[src/rtl/addsub_pkg.sv]
// addsub_pkg: shared types and constants for the addsub scheduler
package addsub_pkg;
  typedef enum logic [1:0] {IDLE, EXEC, DONE} state_t;
  localparam logic OP_ADD = 1'b1;
  localparam logic OP_SUB = 1'b0;
  localparam int W_DEF = 16;
  localparam logic [4:0] AU_WIDTH_CODE = 5'd16;
endpackage

[src/rtl/addsub_sched_rr_arb2.sv]
// rr_arb2: two-way round-robin arbiter, last grant held by the parent
module rr_arb2 (
  input  logic [1:0] i_valid,
  input  logic       i_last_grant,
  input  logic       i_enable,
  output logic [1:0] o_grant
);
  always_comb o_grant = !i_enable ? 2'b00 : (&i_valid) ? (i_last_grant ? 2'b01 : 2'b10) : i_valid;
endmodule

[src/rtl/addsub_sched.sv]
// addsub_sched: shares one add/sub datapath between two requesters
module addsub_sched
  import addsub_pkg::*;
#(
  parameter int W = W_DEF,
  parameter int SETTLE = 1
) (
  input  logic         clk,
  input  logic         rst,
  input  logic         req0_valid,
  output logic         req0_ready,
  input  logic [W-1:0] req0_a,
  input  logic [W-1:0] req0_b,
  input  logic         req0_sgn,
  input  logic         req1_valid,
  output logic         req1_ready,
  input  logic [W-1:0] req1_a,
  input  logic [W-1:0] req1_b,
  input  logic         req1_sgn,
  output logic [W-1:0] au_a,
  output logic [W-1:0] au_b,
  output logic         au_sgn,
  output logic [4:0]   au_width,
  input  logic [W-1:0] au_ans,
  input  logic         au_neg,
  output logic         rsp_valid,
  input  logic         rsp_ready,
  output logic         rsp_id,
  output logic [W-1:0] rsp_ans,
  output logic         rsp_neg,
  output logic         busy
);
  localparam int CW = $clog2(SETTLE + 1) + 1;
  state_t r_state, w_next;
  logic [CW-1:0] r_cnt;
  logic r_last, r_id;
  logic [1:0] w_grant;
  logic w_hs, w_cap, w_rsp_hs;
  rr_arb2 u_arb (
    .i_valid     ({req1_valid, req0_valid}),
    .i_last_grant(r_last),
    .i_enable    (r_state == IDLE),
    .o_grant     (w_grant)
  );
  assign req0_ready = w_grant[0];
  assign req1_ready = w_grant[1];
  assign w_hs = |w_grant;
  assign w_cap = (r_state == EXEC) && (r_cnt == CW'(SETTLE));
  assign w_rsp_hs = (r_state == DONE) && rsp_valid && rsp_ready;
  assign au_width = 5'(W);
  assign busy = r_state != IDLE;
  always_comb begin
    w_next = r_state;
    w_next = r_state == IDLE ? (w_hs ? EXEC : IDLE) :
             r_state == EXEC ? (w_cap ? DONE : EXEC) :
             (w_rsp_hs ? IDLE : DONE);
  end
  always_ff @(posedge clk) r_state <= rst ? IDLE : w_next;
  // au_* only load on a grant, so the datapath inputs stay quiet outside EXEC
  always_ff @(posedge clk) begin
    if (rst) begin
      au_a <= '0;
      au_b <= '0;
      au_sgn <= OP_ADD;
      rsp_valid <= 1'b0;
      rsp_id <= 1'b0;
      rsp_ans <= '0;
      rsp_neg <= 1'b0;
      r_last <= 1'b1;
      r_id <= 1'b0;
      r_cnt <= '0;
    end else begin
      if (w_hs) begin
        au_a <= w_grant[1] ? req1_a : req0_a;
        au_b <= w_grant[1] ? req1_b : req0_b;
        au_sgn <= w_grant[1] ? req1_sgn : req0_sgn;
        r_id <= w_grant[1];
        r_last <= w_grant[1];
        r_cnt <= '0;
      end else if (r_state == EXEC) r_cnt <= r_cnt + 1'b1;
      if (w_cap) begin
        rsp_ans <= au_ans;
        rsp_neg <= au_neg;
        rsp_id <= r_id;
        rsp_valid <= 1'b1;
      end else if (w_rsp_hs) rsp_valid <= 1'b0;
    end
  end
endmodule

[config.mk]
export PLATFORM = sky130hd
export DESIGN_NAME = addsub_sched
export DESIGN_NICKNAME = d
export VERILOG_FILES = /design/src/rtl/addsub_pkg.sv /design/src/rtl/addsub_sched_rr_arb2.sv /design/src/rtl/addsub_sched.sv
export SDC_FILE = /design/constraint.sdc
export NUM_CORES = 1
export LEC_CHECK = 0
export BUFFER_PORTS_ARGS = -buffer_cell sky130_fd_sc_hd__buf_2
export CORE_MARGIN = 1
export CORE_UTILIZATION = 45
export CTS_CLUSTER_DIAMETER = 50
export DETAILED_ROUTE_END_ITERATION = 7
export PLACE_DENSITY_LB_ADDON = 0.2
export RECOVER_POWER = 25
export SLEW_MARGIN = 20
export SYNTH_ARGS = -nofsm -noshare
export SYNTH_HDL_FRONTEND = slang
export SYNTH_SLANG_ARGS = --single-unit
[constraint.sdc]
create_clock -name clk -period 3 [get_ports clk]
set_clock_uncertainty 0.05 [all_clocks]
set_input_delay 0.3 -clock clk [delete_from_list [all_inputs] [get_ports clk]]
set_output_delay 0.3 -clock clk [all_outputs]
set_load 0.02 [all_outputs]
### Yosys cells after proc, flatten, opt, wreduce, memory -nomap -nowiden

Index checks and enable logic that the tools add are counted.

| word-level totals | value |
|---|---|
| register bits | 58 |
| input bits | 88 |
| word-level logic and storage cells | 37 |

| operators by class | value |
|---|---|
| muxes and demuxes | 13 |
| add/subtract/negate cells | 1 |
| eq/ne operators | 3 |
| reduce and logical (&&, ||, !) cells | 9 |

Operators by type and width:

| cell | number |
|---|---|
| 16-bit 2-to-1 mux | 2 |
| 2-bit 2-to-1 mux | 7 |
| 2-bit by 1-bit equality test with 1-bit output, second input constant | 2 |
| 1-bit 2-to-1 mux | 4 |
| 2-bit nonzero test | 2 |
| 1-bit logical AND | 3 |
| 3-bit OR reduction | 1 |
| 2-bit by 1-bit adder with 2-bit output, second input constant | 1 |
| 2-bit equality test, second input constant | 1 |
| 2-bit logical NOT | 1 |
| 2-bit AND reduction | 1 |
| 2-bit OR reduction | 1 |

### Depth between registers and ports, before layout

Gate-level depths: netlist of run 1.

| logic depth | value |
|---|---|
| word-level depth | 6 |
| depth in mapped cells | 7 |
| gate-level depth less buffers | 5 |

### Modules after synthesis

Synthesis of run 1 repeated with hierarchy kept, for this count alone.

| second synthesis, totals | value |
|---|---|
| cell total of the unflattened synthesis | 302 |
| area, all modules | 2632.5 sq um |

By module, submodules not included:

| module | instances | area an instance (sq um) | cells each |
|---|---|---|---|
| addsub_sched | 1 | 2611.3 | 297 |
| rr_arb2 | 1 | 21.3 | 5 |

### Worst setup path before layout of run 1

Ideal clock, no wire load.

| timing | value |
|---|---|
| path kind | register to output |
| start point | register r_state[0] |
| end point | output port req0_ready |
| data required time | 2.650 ns |
| path slack | 1.572 ns |
| cell stages (with the launch flop) | 7 |
| path buffers | 3 |
| data arrival time | 1.078 ns |
| cell sequence | dfxtp_1 buf_6 nor2_4 buf_6 buf_4 nand3_1 inv_1 |

| between the ends | value |
|---|---|
| cells in the longest elaborated chain, start to end | 2 |

Ends and longest elaborated chain:

| element | line | source |
|---|---|---|
| start, declared | addsub_sched.sv:34 | `state_t r_state, w_next;` |
| start signal, assigned | addsub_sched.sv:58 | `always_ff @(posedge clk) r_state <= rst ? IDLE : w_next;` |
| 2-bit logical NOT | addsub_sched.sv:42 | `.i_enable (r_state == IDLE),` |
| 2-bit 2-to-1 mux | addsub_sched_rr_arb2.sv:8 | `always_comb o_grant = !i_enable ? 2'b00 : (&i_valid) ? (i_last_grant ? 2'b01 : 2'b10) : i_valid;` |
| end, declared | addsub_sched.sv:11 | `output logic req0_ready,` |

No other way between the ends.

### Final worst setup path of run 1

| timing | value |
|---|---|
| start point | register r_state[0] |
| end point | output port busy |

| between the ends | value |
|---|---|
| cells in the longest elaborated chain, start to end | 1 |

Ends and longest elaborated chain:

| element | line | source |
|---|---|---|
| 2-bit nonzero test | addsub_sched.sv:51 | `assign busy = r_state != IDLE;` |
| end, declared | addsub_sched.sv:31 | `output logic busy` |

No other way between the ends.

==> impl_metrics.py, run 1 <==
metrics = {
    "run_status": {
        "status": "complete, no violations",
    },
    "global_routing": {
        "grt_pass1_vias": 2705,
        "overflow": 0,
        "grt_busiest_layer": "met2",
        "use_met3_pct": 4.773,
        "grt_max_degree": 39,
        "met1_usage_pct": 29.31,
        "antenna_found_initial": 0,
        "grtUsageMet2_pct": 41.11,
        "grt_util_all_layers_pct": 24.25,
        "grt_pass1_wl_um": 12160,
    },
    "clock_tree": {
        "cts_tree": "built",
        "cts.path.max_buffers": 2,
        "path_clk_slew_ns": 0.07,
        "htreeDepth": 3,
        "clock-root-buffer": "clkbuf_8",
        "clk_latency_ns": 0.32,
        "cts_made_buffers": 9,
        "cts-hold-fix-buffers": 0,
        "post_cts_resized": 0,
        "cts_setup_buffers": 0,
        "cts_sinks": 58,
    },
    "worst_setup_path": {
        "required_ns": 2.65,
        "cp.arrival_ns": 1.72,
        "reg2reg_from": "r_state[0]",
        "crit_path_end_kind": "output port",
        "path_max_fanout": 38,
        "cp-start-kind": "register",
        "r2r_end": "au_b[0]",
        "reg2reg_depth": 4,
        "rrSetupSlack_ns": 1.05,
        "critical_path_class": "register to output port",
        "crit_start": "r_state[0]",
    },
    "finish": {
        "final_cell_mix": "114 x buf_2, 65 x nor3_1, 58 x dfxtp_1, 52 x a21oi_1, 38 x nand2_1",
        "nets": 536,
        "fin_area_sq_mm": 0.003575,
        "drive_gt1_share_pct": 33.41,
        "regArea_sq_mm": 0.001161,
        "area_growth_pct": 29.75,
        "final_common_cell": "buf_2",
        "final_util_pct": 60.38,
        "multiInputGateArea_sq_mm": 0.001326,
        "diodes": 0,
        "fillers": 576,
    },
    "sta": {
        "finalSetupTns_ns": 0,
        "rsz0062_at_grt": "false",
        "fin_ws_ns": 0.9272,
        "setup_viol": 0,
        "timing.final.hold_violations": 0,
        "slew_viol_final": 0,
        "period_share_pct": 69.09,
        "max_slew_margin_pct": 46.77,
        "worst_pin_slew_ns": 0.7984,
        "fmax_mhz": 482.4,
        "min_period_ns": 2.073,
    },
    "logic_synthesis": {
        "synth_cell_type_count": 35,
        "synth_area_sq_mm": 0.002755,
        "ys_warn_count": 0,
        "synth_seq_cells": 58,
        "syn_area_per_cell_sq_um": 8.583,
        "synthCells": 321,
        "synth_seq_area_share_pct": 42.14,
    },
    "power": {
        "vdd_drop_max_mv": 0.3467,
        "p_per_area_mw_per_mm2": 631.8,
        "p_leak_nw": 1.464,
        "total_power_mw": 2.258,
    },
    "detailed_routing": {
        "firstDrtPassIters": 4,
        "antenna_left": 0,
        "route.detailed.drc": 0,
        "first_iter_violations": 135,
        "wire_per_inst_um": 14.32,
        "vias": 2872,
        "wirelength_um": 7545,
        "routed_via_density": 5.450,
    },
    "floorplan": {
        "core_sq_mm": 0.005921,
        "start_util_pct": 46.53,
        "die_x_um": 80.25,
        "fp-row-count": 28,
        "io_pins": 148,
        "die_h_um": 80.25,
        "dieArea_sq_mm": 0.006439,
    },
    "place": {
        "portBuffers": 142,
        "dpl_cell_area_sq_mm": 0.003377,
        "dp_hpwl_um": 5045,
        "place_congestion": 0.7376,
        "pre_cts_ws_ns": 0.9237,
    },
    "min_path": {
        "hold_depth": 3,
        "hp-class": "primary input to register",
        "hp-start": "au_ans[3]",
        "min_to": "rsp_ans[3]",
    },
    "job": {
        "cap_viol_max_count": 0,
    },
}
## cells by family after synthesis
logic type | share of synthesized area [%]
xor gates and xnor gates | 0.3180
DFF | 42.14
AOI/OAI and AO/OA | 25.48
and+or+nand+nor | 21.21
buffers and inverters | 10.13
other | 0.2726
adders and majority gates | 0.4541
## worst max path at each step
stage	to	slack, ns	depth (start not counted)
floorplan	req0_ready	1.57	6
detailed placement	au_b[0]	0.92	5
global route	busy	0.80	4
global placement	au_b[0]	1.04	5
CTS	busy	0.90	4
finish	busy	0.93	4
## where the power goes
part           internal (mW)  leakage, nW  switching, mW  total (mW)
sequential             0.842        0.477         0.0443       0.887
clock                  0.548        0.120          0.301       0.849
combinational          0.191        0.867          0.331       0.523
total                   1.58         1.46          0.677        2.26
## per-stage QoR
stage / hold slack, ns / instances
final: 0.1553 / 527
after global routing: 0.1384 / 527
after CTS: 0.1412 / 527
after detailed placement: 0.3934 / 511
after global placement: 0.3886 / 511
after floorplan: 0.3819 / 324
## routing by layer
layer	vias to the layer above	wire length [um]
li1	1422	-
met5	-	0
met1	1306	3482
met2	132	3432
met4	0	106
met3	12	524
## cell usage after synthesis
library cell  number  share of area [%]
inv_1              5               0.68
inv_4              1               0.23
dfxtp_1           58                 42
buf_4              9                2.5
a2111oi_1         22                8.0
a2bb2oi_1          1               0.32
o311a_1            1               0.36
nor2_1             6               0.82
a31oi_1            1               0.23
nand3_1            1               0.18
nand3b_1           2               0.54
buf_6              8                3.3
a22oi_1            1               0.27
a2111oi_2          9                4.9
a21oi_1           52                9.4
nor2_2             1               0.23
a2111oi_0          2               0.64
nor3_1            65                 12
nand2_1           38                5.2
o2111ai_1          1               0.32
and3b_1            1               0.32
a211o_1            2               0.64
o21ba_2            1               0.36
conb_1             2               0.27
or2_1              1               0.23
clkbuf_4           1               0.27
clkbuf_1           9                1.2
nand2b_1           3               0.68
buf_2             11                2.0
nor2b_1            1               0.23
nand3_2            1               0.36
nor2_4             1               0.41
xnor2_1            1               0.32
ha_1               1               0.45
nand4_1            1               0.23
## sequential cells by signal, indices dropped and copies added (netlist names)
name / flops
au_a: 16
au_b: 16
rsp_ans: 16
r_cnt: 2
r_state: 2
au_sgn: 1
r_id: 1
r_last: 1
rsp_id: 1
rsp_neg: 1
rsp_valid: 1
## critical path, cell delays in order (launching register included)
cell	delay, ns
dfxtp_1	0.49
nor2_4	0.05
buf_4	0.27
inv_4	0.33
buf_2	0.24
## cell type report
cell class              instances  area share, %
multi-input cells             222          37.10
flip-flops and latches         58          32.48
repair buffers                150          20.58
clock buffers                  10          3.570
clock inverters                 6          2.940
well taps                      75          2.625
inverters                       6         0.7000
(Power assumes the default switching activity.)
==> run 2, diff against run 1 <==
Settings changed: ABC_AREA set to 1.
Clock period 3 ns to 2.1 ns, I/O delays scaled along.
==> run 2 against run 1 <==
Total power up 52%. Worst hold slack got worse by 0.054 ns. Wire length fell by 7.5%. Utilization up 1.1 points. Non-clock buffer count rose by 1. Register-to-register slack lost 0.46 ns. Worst setup slack got worse by 0.62 ns. Synthesized cell count increased by 32%. Count of clock-buffer cells in the layout rose by 3. Final area is 3.6% higher. Critical endpoint is now req0_ready. Highest routed layer unchanged.
==> impl_metrics.py, run 2 <==
metrics = {
    "finish": {
        "final_common_cell": "nand2_1",
        "fin_cells": 638,
        "reg_top3": "au_a: 16 flops, au_b: 16 flops, rsp_ans: 16 flops",
        "drive_gt1_share_pct": 25.58,
        "diodes": 0,
        "final_cell_mix": "137 x nand2_1, 114 x buf_2, 73 x nor2_1, 58 x dfxtp_1, 33 x inv_1",
        "nets": 648,
        "area_growth_pct": 29.70,
        "fillers": 607,
    },
    "worst_setup_path": {
        "reg2reg_from": "r_state[0]",
        "r2r_end": "rsp_ans[14]",
        "reg2reg_depth": 5,
        "cp.arrival_ns": 1.53,
        "path_max_fanout": 20,
        "rrSetupSlack_ns": 0.59,
        "crit_start": "r_state[1]",
        "critical_path_class": "register to output port",
        "required_ns": 1.84,
        "crit_path_end_kind": "output port",
        "cp-start-kind": "register",
    },
    "logic_synthesis": {
        "synthCells": 424,
        "synthArstFlopShare_pct": 0,
        "ys_warn_count": 0,
        "synth_seq_area_share_pct": 40.65,
        "synth-main-ff-cell": "dfxtp_1",
        "synth_area_sq_mm": 0.002856,
        "synth_common_cells": "137 x nand2_1, 73 x nor2_1, 58 x dfxtp_1, 33 x inv_1, 30 x nand3_1",
        "yosysMostFrequentCell": "nand2_1",
        "synth_seq_cells": 58,
        "synth_edf_count": 0,
        "synth_cell_type_count": 26,
        "yosys-top-cells-area": "dfxtp_1 41%, nand2_1 18%, nor2_1 9.6%",
        "syn_area_per_cell_sq_um": 6.737,
        "netlist.top_cell.by_area": "dfxtp_1",
        "yosysTopAreaCellShare_pct": 40.65,
    },
    "detailed_routing": {
        "wire_per_inst_um": 10.94,
        "routed_via_density": 4.599,
        "vias": 2934,
        "wirelength_um": 6982,
        "firstDrtPassIters": 4,
        "antenna_left": 0,
        "route.detailed.drc": 0,
        "first_iter_violations": 74,
    },
    "min_path": {
        "hp-start": "au_ans[6]",
        "min_to": "rsp_ans[6]",
        "hold_depth": 3,
        "hp-class": "primary input to register",
    },
    "sta": {
        "setup_viol": 0,
        "timing.final.hold_violations": 0,
        "worst_pin_slew_ns": 0.5076,
        "fmax_mhz": 558.2,
        "finalSetupTns_ns": 0,
        "min_period_ns": 1.791,
        "slew_viol_final": 0,
        "period_share_pct": 85.31,
        "rsz0062_at_grt": "false",
        "max_slew_margin_pct": 66.16,
    },
    "power": {
        "p_leak_nw": 2.008,
        "p_per_area_mw_per_mm2": 928.4,
        "vdd_drop_max_mv": 0.4879,
    },
    "place": {
        "post-place-cells": 623,
        "portBuffers": 142,
        "place_congestion": 0.7892,
        "dp_hpwl_um": 5070,
    },
    "floorplan": {
        "core_sq_mm": 0.006026,
        "start_util_pct": 47.40,
        "io_pins": 148,
        "die_x_um": 81.67,
        "dieArea_sq_mm": 0.006670,
        "fp-row-count": 28,
        "die_h_um": 81.67,
    },
    "clock_tree": {
        "post_cts_resized": 0,
        "clock-root-buffer": "clkbuf_8",
        "cts_setup_buffers": 0,
        "clk_latency_ns": 0.32,
        "cts.path.max_buffers": 2,
        "htreeDepth": 3,
        "cts_sinks": 58,
        "cts_made_buffers": 9,
        "cts-hold-fix-buffers": 0,
        "path_clk_slew_ns": 0.06,
        "cts_tree": "built",
    },
    "global_routing": {
        "grt_util_all_layers_pct": 21.28,
        "grt_pass1_vias": 2610,
        "antenna_found_initial": 0,
        "grt_max_degree": 47,
        "grt_pass1_wl_um": 10900,
        "overflow": 0,
    },
    "run_status": {
        "status": "complete, no violations",
    },
    "job": {
        "cap_viol_max_count": 0,
    },
}
run 2: cell count changes after synthesis, sizes merged, moves of 27 or more:
cell | previous run | this run
inv | 6 | 33
nand3 | 2 | 31
nor3 | 65 | 2
a2111oi | 33 | 0
nand2 | 38 | 140
a21oi | 52 | 22
nor2 | 8 | 75
run 2: cell families (layout without fill, tap and decap cells):
group / after synthesis / after routing / synth area share [%]
simple gates: 273 / 273 / 41.79
flops: 58 / 58 / 40.65
xor+xnor: 1 / 1 / 0.3067
buf+inv: 64 / 200 / 11.61
compound gates: 25 / 25 / 4.950
other cells: 2 / 5 / 0.2629
fa+ha+maj: 1 / 1 / 0.4380
run 2: stage by stage:
stage                     setup slack, ns  utilization, %  cell area [sq um]  power (mW)  hold slack [ns]
after detailed placement           0.5813           58.68               3536       2.436           0.3956
after global placement             0.6090           58.68               3536       2.422           0.3892
after CTS                          0.2836           62.06               3740       3.492          0.09129
after floorplan                    0.7792               -               2868       2.142           0.3244
final                              0.3086           61.48               3705       3.439           0.1017
after global routing               0.2251           61.48               3705       3.676          0.09030
run 2: how the worst max path moves through the flow:
| stage | cells past startpoint | endpoint |
|---|---|---|
| 2_1_floorplan | 5 | rsp_ans[10] |
| 3_3_place_gp | 5 | rsp_ans[3] |
| 3_5_place_dp | 7 | au_b[0] |
| 4_1_cts | 5 | req0_ready |
| 5_1_grt | 5 | req0_ready |
| 6_report | 5 | req0_ready |
run 2: final cells by class:
type / instances / area [sq um] / area share [%]
clock inverters: 2 / 35.03 / 0.9456
repair buffers: 151 / 743.2 / 20.06
well taps: 75 / 93.84 / 2.533
flip-flops and latches: 58 / 1161 / 31.34
multi-input cells: 305 / 1375 / 37.12
clock buffers: 13 / 168.9 / 4.559
inverters: 34 / 127.6 / 3.445
run 2: routing by layer:
layer	up-vias	track usage, %	wire length (um)	part of all wire (%)
met1	1251	23.92	3116	45
met2	105	37.50	3215	46
met5	-	0	0	0
li1	1565	-	-	-
met3	13	5.556	512	7.3
met4	0	9.649	138	2.0
run 2: where the power goes:
group	total (mW)	internal [mW]	leakage (nW)	switching, mW
clock network	1.05	0.637	0.106	0.410
registers	1.32	1.25	0.476	0.0755
logic	1.07	0.374	1.43	0.695
total	3.44	2.26	2.01	1.18
run 2: worst max-delay path, stage by stage, from the launching register on:
cell,delay (ns)
dfxtp_1,0.34
nor2_4,0.16
nand3_4,0.17
buf_4,0.25
inv_1,0.11
buf_2,0.18
==> run 3, diff against run 2 <==
Settings changed: CORE_MARGIN 1 to 2.
==> run 3 against run 2 <==
Utilization down 2.4 points. Total power down 4.4%. Critical path depth unchanged. Global-route usage down 0.35 points. Fmax down 2.3%. Critical path type unchanged. Largest power group unchanged.
==> impl_metrics.py, run 3 (same netlist as run 2, synthesis figures left out) <==
metrics = {
    "run_status": {
        "status": "complete, no violations",
    },
    "global_routing": {
        "use_met3_pct": 5.935,
        "met1_usage_pct": 25.99,
        "grt_util_all_layers_pct": 20.93,
        "grt_busiest_layer": "met2",
        "grtUsageMet2_pct": 34.11,
        "antenna_found_initial": 0,
        "grt_pass1_vias": 2758,
        "overflow": 0,
        "grt_max_degree": 39,
        "grt_pass1_wl_um": 12040,
    },
    "clock_tree": {
        "cts_made_buffers": 9,
        "cts_sinks": 58,
        "cts-hold-fix-buffers": 0,
        "clk_latency_ns": 0.33,
        "post_cts_resized": 0,
        "cts_tree": "built",
        "cts.path.max_buffers": 2,
        "cts_setup_buffers": 0,
        "clock-root-buffer": "clkbuf_8",
        "path_clk_slew_ns": 0.07,
        "htreeDepth": 3,
    },
    "job": {
        "cap_viol_max_count": 0,
    },
    "sta": {
        "setup_viol": 0,
        "worst_pin_slew_ns": 0.5082,
        "min_period_ns": 1.834,
        "finalSetupTns_ns": 0,
        "fmax_mhz": 545.2,
        "period_share_pct": 87.34,
        "timing.final.hold_violations": 0,
        "rsz0062_at_grt": "false",
        "slew_viol_final": 0,
        "max_slew_margin_pct": 65.99,
    },
    "finish": {
        "drive_gt1_share_pct": 25.71,
        "final_cell_mix": "137 x nand2_1, 114 x buf_2, 73 x nor2_1, 58 x dfxtp_1, 33 x inv_1",
        "fillers": 657,
        "final_util_pct": 59.08,
        "nets": 648,
        "final_common_cell": "nand2_1",
        "fin_area_sq_mm": 0.003687,
        "reg_top3": "au_a: 16 flops, au_b: 16 flops, rsp_ans: 16 flops",
        "area_growth_pct": 29.08,
        "diodes": 0,
    },
    "detailed_routing": {
        "antenna_left": 0,
        "firstDrtPassIters": 5,
        "wirelength_um": 7022,
        "first_iter_violations": 116,
        "routed_via_density": 4.665,
        "vias": 2990,
        "route.detailed.drc": 0,
        "wire_per_inst_um": 10.95,
    },
    "worst_setup_path": {
        "cp_cell_sequence": "a21oi_1 > nand2_2 > buf_12 > inv_1 > buf_2",
        "path_max_fanout": 35,
        "required_ns": 1.84,
        "cp-start-kind": "register",
        "max_stage_delay_ns": 0.31,
        "crit_path_end_kind": "output port",
        "cp.arrival_ns": 1.57,
        "slowest_stage": "dfxtp_1",
        "critical_path_class": "register to output port",
    },
    "floorplan": {
        "core_sq_mm": 0.006241,
        "dieArea_sq_mm": 0.007001,
        "start_util_pct": 45.77,
        "io_pins": 148,
        "die_h_um": 83.67,
        "die_x_um": 83.67,
        "fp-row-count": 29,
    },
    "min_path": {
        "hp-class": "primary input to register",
    },
    "place": {
        "dpl_cell_area_sq_mm": 0.003551,
        "dp_hpwl_um": 5018,
        "portBuffers": 142,
        "place_congestion": 0.8228,
    },
    "power": {
        "p_leak_nw": 1.988,
        "p_per_area_mw_per_mm2": 891.7,
        "vdd_drop_max_mv": 0.4451,
    },
}
[run 3: per-layer routing]
metal | vias to the layer above | wire length, um
met5 | - | 0
met4 | 0 | 115
met3 | 12 | 525
met2 | 105 | 3218
met1 | 1304 | 3163
li1 | 1569 | -
[run 3: where the power goes]
group          switching, mW  internal [mW]
clock network          0.429          0.453
registers             0.0783           1.25
logic                  0.692          0.388
[run 3: stage by stage]
step                setup slack, ns  power, mW  cells  hold WS, ns
floorplan                    0.7792      2.142    427       0.3244
global placement             0.4629      2.434    625       0.3937
detailed placement           0.4015      2.452    625       0.3874
CTS                          0.2571      3.342    641      0.07842
global route                 0.1686      3.531    641      0.08874
finish                       0.2659      3.288    641      0.08620
[run 3: cell type report]
cell class	instances	area, sq um	area share [%]
Tap cell	77	96.34	2.613
Sequential cell	58	1161	31.49
Clock buffer	11	141.4	3.834
Multi-Input combinational cell	305	1375	37.29
Inverter	34	127.6	3.461
Timing Repair Buffer	151	755.7	20.50
Clock inverter	5	30.03	0.8144
[run 3: path summary, 6_finish.rpt]
kind                            slack, ns          to  startpoint  cells after the start
worst max register to register       0.40     au_b[6]  r_state[1]                      6
worst min-delay path                 0.09  rsp_ans[6]   au_ans[6]                      3
worst max-delay path                 0.27  req1_ready      r_last                      5
worst min register to register       0.41     au_b[1]     au_b[1]                      2
[run 3: worst max-delay path, delay by kind of cell, from the launching register on]
kind / cells / cell delay, ns
AOI/OAI and AO/OA: 1 / 0.19
buffers and inverters: 3 / 0.47
DFF: 1 / 0.31
and+or+nand+nor: 1 / 0.27
